==> src/rtl/audio_frame_sequencer.sv <==
// audio_frame_sequencer: per-frame FSM moving HPS/ADC samples to DAC and HPS FIFOs,
// substituting silence on underrun and keeping saturating fault counters.
module audio_frame_sequencer #(
  parameter int DATA_W = 32,
  parameter int CNT_W  = 16
) (
  input  logic              audio_clk,
  input  logic              reset_n,
  input  logic              play_in,
  input  logic              sample_tick,
  input  logic              cnt_clear_in,
  input  logic              hps_wav_valid_in,
  output logic              hps_wav_ready_out,
  input  logic [DATA_W-1:0] hps_wav_data_in,
  input  logic              hps_aout_valid_in,
  output logic              hps_aout_ready_out,
  input  logic [DATA_W-1:0] hps_aout_data_in,
  output logic              dacL_valid_out,
  input  logic              dacL_ready_in,
  output logic [DATA_W-1:0] dacL_data_out,
  output logic              dacR_valid_out,
  input  logic              dacR_ready_in,
  output logic [DATA_W-1:0] dacR_data_out,
  input  logic              adc_valid_in,
  output logic              adc_ready_out,
  input  logic [DATA_W-1:0] adc_data_in,
  output logic              hps_ain_valid_out,
  input  logic              hps_ain_ready_in,
  output logic [DATA_W-1:0] hps_ain_data_out,
  output logic              busy_out,
  output logic [CNT_W-1:0]  wav_underrun_cnt,
  output logic [CNT_W-1:0]  aout_underrun_cnt,
  output logic [CNT_W-1:0]  adc_miss_cnt,
  output logic [CNT_W-1:0]  frame_late_cnt
);
  typedef enum logic [2:0] {IDLE, FETCH, WRITE, CAPTURE, AIN_PUSH} state_t;
  state_t state;
  logic l_done, r_done, l_xfer, r_xfer, l_fin, r_fin, late;
  logic wav_inc, aout_inc, miss_inc;
  assign hps_wav_ready_out  = state == FETCH;
  assign hps_aout_ready_out = state == FETCH;
  assign dacL_valid_out     = state == WRITE && !l_done;
  assign dacR_valid_out     = state == WRITE && !r_done;
  assign adc_ready_out      = state == CAPTURE;
  assign hps_ain_valid_out  = state == AIN_PUSH;
  assign busy_out           = state != IDLE;
  assign l_xfer   = dacL_valid_out && dacL_ready_in;
  assign r_xfer   = dacR_valid_out && dacR_ready_in;
  assign l_fin    = l_done || l_xfer;
  assign r_fin    = r_done || r_xfer;
  assign late     = sample_tick && play_in && state != IDLE;
  assign wav_inc  = play_in && state == FETCH && !hps_wav_valid_in;
  assign aout_inc = play_in && state == FETCH && !hps_aout_valid_in;
  assign miss_inc = play_in && state == CAPTURE && !adc_valid_in;
  // Clear beats a same-cycle increment; counters stick at all-ones
  function automatic logic [CNT_W-1:0] bump(input logic [CNT_W-1:0] c, input logic inc, input logic clr);
    return clr ? '0 : (inc && !(&c)) ? c + 1'b1 : c;
  endfunction
  always_ff @(posedge audio_clk or negedge reset_n)
    if (!reset_n) begin
      state            <= IDLE;
      l_done           <= 1'b0;
      r_done           <= 1'b0;
      dacL_data_out    <= '0;
      dacR_data_out    <= '0;
      hps_ain_data_out <= '0;
    end else if (!play_in) begin
      state  <= IDLE;
      l_done <= 1'b0;
      r_done <= 1'b0;
    end else begin
      l_done <= state == WRITE && !late && l_fin;
      r_done <= state == WRITE && !late && r_fin;
      if (state == FETCH) begin
        dacL_data_out <= hps_wav_valid_in ? hps_wav_data_in : '0;
        dacR_data_out <= hps_aout_valid_in ? hps_aout_data_in : '0;
      end
      if (state == CAPTURE && adc_valid_in) hps_ain_data_out <= adc_data_in;
      if (late) state <= FETCH;
      else
        case (state)
          IDLE:     if (sample_tick) state <= FETCH;
          FETCH:    state <= WRITE;
          WRITE:    if (l_fin && r_fin) state <= CAPTURE;
          CAPTURE:  state <= adc_valid_in ? AIN_PUSH : IDLE;
          AIN_PUSH: if (hps_ain_ready_in) state <= IDLE;
          default:  state <= IDLE;
        endcase
    end
  always_ff @(posedge audio_clk or negedge reset_n)
    if (!reset_n) begin
      wav_underrun_cnt  <= '0;
      aout_underrun_cnt <= '0;
      adc_miss_cnt      <= '0;
      frame_late_cnt    <= '0;
    end else begin
      wav_underrun_cnt  <= bump(wav_underrun_cnt, wav_inc, cnt_clear_in);
      aout_underrun_cnt <= bump(aout_underrun_cnt, aout_inc, cnt_clear_in);
      adc_miss_cnt      <= bump(adc_miss_cnt, miss_inc, cnt_clear_in);
      frame_late_cnt    <= bump(frame_late_cnt, late, cnt_clear_in);
    end
endmodule

==> config.mk <==
export PLATFORM = sky130hd
export DESIGN_NAME = audio_frame_sequencer
export DESIGN_NICKNAME = d
export VERILOG_FILES = /design/src/rtl/audio_frame_sequencer.sv
export SDC_FILE = /design/constraint.sdc
export NUM_CORES = 1
export LEC_CHECK = 0
export ABC_AREA = 1
export BUFFER_PORTS_ARGS = -buffer_cell sky130_fd_sc_hd__buf_2
export CAP_MARGIN = 10
export CORE_MARGIN = 4
export CORE_UTILIZATION = 45
export CTS_CLUSTER_SIZE = 8
export DETAILED_ROUTE_END_ITERATION = 6
export GPL_ROUTABILITY_DRIVEN = 0
export PLACE_DENSITY = 0.82
export SETUP_SLACK_MARGIN = 0.02
export SYNTH_ARGS = -nofsm -noshare
export SYNTH_HDL_FRONTEND = slang
export SYNTH_SLANG_ARGS = --single-unit
==> constraint.sdc <==
create_clock -name audio_clk -period 3.6 [get_ports audio_clk]
set_input_delay 0.72 -clock audio_clk [delete_from_list [all_inputs] [get_ports audio_clk]]
set_output_delay 0.72 -clock audio_clk [all_outputs]
set_load 0.01 [all_outputs]
; ---- Word-level counts from Yosys, hierarchy flattened
; Cells that the tools add are included.
[word_totals]
reg_bits = 165
out_inout_bits = 167
wordCells = 85
[classes]
add_sub_neg = 4
n_eq_ne = 7
mux = 19
reduce_logical = 45
[op_table]
columns = op, count
row1 = 16-bit two-way mux, 8
row2 = 16-bit by 1-bit adder with 16-bit output (second input constant), 4
row3 = 32-bit two-way mux, 2
row4 = 16-bit AND reduction, 4
row5 = 1-bit logical AND, 20
row6 = 3-bit two-way mux, 6
row7 = 3-bit one-hot mux with 5 select lines, 1
row8 = 1-bit zero test, 10
row9 = 2-bit nonzero test, 4
row10 = 3-bit by 2-bit equality test with 1-bit output (second input constant), 2
row11 = 4-bit by 2-bit != test with 1-bit output (second input constant), 1
row12 = 4-bit by 3-bit != test with 1-bit output (second input constant), 1
row13 = 4-bit != test (second input constant), 1
row14 = 2-bit AND reduction, 2
row15 = 3-bit by 1-bit equality test with 1-bit output (second input constant), 1
row16 = 3-bit equality test (second input constant), 1
row17 = 3-bit zero test, 1
row18 = 3-bit AND reduction, 1
row19 = 3-bit nonzero test, 1
row20 = 1-bit logical OR, 2
row21 = 1-bit two-way mux, 2

; ---- Longest topological paths before layout
[depth]
ltp_word = 9
depth_mapped = 10
ltp_nobuf = 9

; ---- Least setup slack after synthesis
; No wires, ideal clock.
[synth_path]
path_type = input -> register
startpoint = in play_in
endpoint = reg hps_ain_data_out[0]
arrival_ns = 1.559
required_ns = 3.475
setup_slack_ns = 1.916
stages = 5
path_buffers = 1
cell_sequence = inv_2 > nor2_1 > nand3_1 > buf_2 > mux2_2
[synth_via]
elab_chain_cells = 1
[synth_rtl]
columns = item, line
row1 = from (decl), 9  ; input logic play_in,
row2 = 2-bit AND reduction (no line), n/a
row3 = to (signal assigned), 78  ; if (state == CAPTURE && adc_valid_in) hps_ain_data_out <= adc_data_in;
row4 = to (decl), 29  ; output logic [DATA_W-1:0] hps_ain_data_out,
; No other way between the ends.
; A chain may end at the register's enable or synchronous reset.

; ---- Final worst setup path
[layout_path]
startpoint = reg state[2]
endpoint = out dacL_valid_out
[layout_via]
elab_chain_cells = 2
[layout_rtl]
columns = item, line
row1 = from (decl), 37  ; state_t state;
row2 = from (signal assigned), 85  ; CAPTURE: state <= adc_valid_in ? AIN_PUSH : IDLE;
row3 = 3-bit by 2-bit equality test with 1-bit output, 42  ; assign dacL_valid_out = state == WRITE && !l_done;
row4 = 1-bit logical AND, 42
row5 = to (decl), 18  ; output logic dacL_valid_out,
; No other way between the ends.

==> results_dict.tcl <==
set metrics [dict create \
    outcome "complete, no violations" \
    vias 7604 \
    yosys_warnings 0 \
    syn_area_mm2 0.00826 \
    fp.dieH_um 143 \
    async_flop_share_pct 100 \
    p_leak_nw 5.24 \
    critPathTopFamily "simple AND/OR/NAND/NOR gates" \
    slew_violations 0 \
    cp.arrival_ns 1.44 \
    synth_cell_types 32 \
    viasPerCell 5.12 \
    grt_pass1_vias 7534 \
    dp.cells 1454 \
    post-route-period-util_pct 60.0 \
    dr.pass1.iters 5 \
    diodes 0 \
    post-route-drc-count 0 \
    dieArea_mm2 0.0206 \
    synth-seq-cells 165 \
    drv_cap 0 \
    synth_edf_count 0 \
    powerDensity_mw_per_mm2 506 \
    crit_fanout 6 \
    synthFlopType "dfrtp_1" \
    cts_setup_buffers 0 \
    worst_hold_path_type "in -> async" \
    hold_violations 0 \
    fmax_mhz 463 \
    drt-total-wl_um 22600 \
    synth_nets 1100 \
    syn_area_per_cell_um2 8.35 \
    cp.buffers_inverters 1 \
    final_cells 1486 \
    drt.antenna.violating_nets 0 \
    drt_iter0_drc 469 \
    final_layout_size_suffix_gt1_share_pct 31.1 \
    wl_per_cell_um 15.2 \
    finalSetupViolations 0 \
    slew_headroom_pct 44.2 \
    crit_chain "nor2_1, nand2_1, nor2_1, buf_2" \
    clk_pin_slew_worst_paths_ns 0.07 \
    fin_skew_ns 0.00781 \
    cts-root-buf "clkbuf_16" \
    start_util_pct 45.8 \
    cp_common_cell "nor2_1" \
    syn2layout_area_growth_pct 24.9 \
    clockBufferDepth 2 \
    grt_usage_pct 22.1 \
    timing_worst_setup_path_type "reg -> out" \
    ys_seq_area_share_pct 50.0 \
    synth_area_leaders "dfrtp_1 50%, nand2_1 13%, nor2_1 6.6%, mux2_2 4.4%, a21oi_1 3.9%" \
    ir_worst_vdd_v 0.000348 \
    synth_cells 989 \
    critPathLaunchType "register" \
    cts_buffers 17 \
    crit_slowest_cell "dfrtp_1" \
    io_buffers 273 \
    grt_pass1_wl_um 36700 \
    dp_hpwl_um 16400 \
    fin_nets 1355 \
    row_count 49 \
    synth_most_common_cell "nand2_1" \
    totalNegativeSetupSlack_ns 0 \
    clock_latency_ns 0.43 \
    synth_top_area_cell "dfrtp_1" \
    cts_tree "built" \
    synth_top_area_share_pct 50.0 \
    hold_ws_ns 0.276 \
    final_area_mm2 0.0103 \
    antenna_found_initial 0 \
    grt_max_degree 129 \
    overflow 0 \
    rsz0062_at_grt "no" \
    cts_resized 0 \
    synth_common_cells "296 x nand2_1, 165 x dfrtp_1, 145 x nor2_1" \
    hold_buffers 0 \
    tightest_slew_ns 0.836 \
    cts_max_level 4 \
    required_ns 2.88 \
    ioPinCount 274 \
    chipWidth_um 143 \
    endpoint_kind "output port" \
    critical_path.max_stage_delay_ns 0.42 \
    post_dp_cell_area_mm2 0.00975 \
    finalCriticalPeriod_ns 2.16 \
    coreArea_mm2 0.0180 \
    cts_sinks 165 \
]
## report_power, final
group	switching, mW	internal [mW]
Clock	0.849	0.921
Combinational	0.625	0.473
Sequential	0.176	2.18
Total	1.65	3.57
## layout make-up
class,instances,area [µm²]
clock buffer,18,429
clock inverter,14,139
fill,1615,7710
inverter,51,191
multi-input combinational,732,3710
sequential,165,4130
tap,229,287
timing repair buffer,277,1430
## flip-flops by register name, summed over array words and instances (netlist names)
signal / count
dacL_data_out: 32
dacR_data_out: 32
hps_ain_data_out: 32
adc_miss_cnt: 16
aout_underrun_cnt: 16
frame_late_cnt: 16
wav_underrun_cnt: 16
state: 3
l_done: 1
r_done: 1
## final timing paths
| path | startpoint | endpoint | slack [ns] | depth (start not counted) |
|---|---|---|---|---|
| worst max-delay path | state[2] | dacL_valid_out | 1.44 | 4 |
| worst min-delay path | reset_n | aout_underrun_cnt[6] | 0.28 | 1 |
| worst max register to register | adc_miss_cnt[0] | adc_miss_cnt[10] | 1.64 | 8 |
| worst min register to register | hps_ain_data_out[4] | hps_ain_data_out[4] | 0.50 | 1 |
| max in group asynchronous | reset_n | dacL_data_out[19] | 2.45 | 2 |
| min in group audio_clk | hps_ain_data_out[4] | hps_ain_data_out[4] | 0.50 | 1 |
## cell families (layout without fill, tap and decap cells)
kind of cell               Yosys count  in the layout  synth area share, %
DFF                                165            165                 50.0
adders and majority gates            4              4                0.606
muxes                               32             32                 4.36
and+or+nand+nor                    578            578                 31.2
buffers and inverters               92            360                 5.18
AOI/OAI and AO/OA                   95             95                 6.25
xor gates and xnor gates            23             23                 2.44
## per-stage QoR
step	worst slack (ns)	total power [mW]	util [%]
final	1.44	5.22	57.2
after global routing	1.37	5.50	57.2
after CTS	1.43	5.28	57.2
after detailed placement	1.12	3.50	54.1
after global placement	1.17	3.45	54.1
after floorplan	1.92	2.94	-
## routing by layer
| metal | vias to the layer above | track usage [%] | part of all wire (%) |
|---|---|---|---|
| met3 | 26 | 6.29 | 8.0 |
| met5 | - | 0 | 0 |
| met1 | 3611 | 27.3 | 40 |
| li1 | 3720 | - | - |
| met2 | 247 | 38.1 | 51 |
| met4 | 0 | 6.34 | 1.3 |
## cells in the final DEF, fill, tap and decap left out, drive strengths merged
master / synthesis / layout
clkbuf: 8 / 18
dfrtp: 165 / 165
inv: 51 / 58
or3: 1 / 1
xnor2: 3 / 3
buf: 33 / 277
ha: 4 / 4
nand3b: 5 / 5
o21ai: 16 / 16
xor2: 20 / 20
nand4: 50 / 50
a211oi: 1 / 1
clkinvlp: 0 / 3
or2: 4 / 4
nand3: 36 / 36
nand2: 316 / 316
nor3: 2 / 2
nor2: 164 / 164
clkinv: 0 / 4
o21bai: 14 / 14
a21oi: 64 / 64
mux2: 32 / 32
Note: power is estimated with default switching activity, not from simulation.
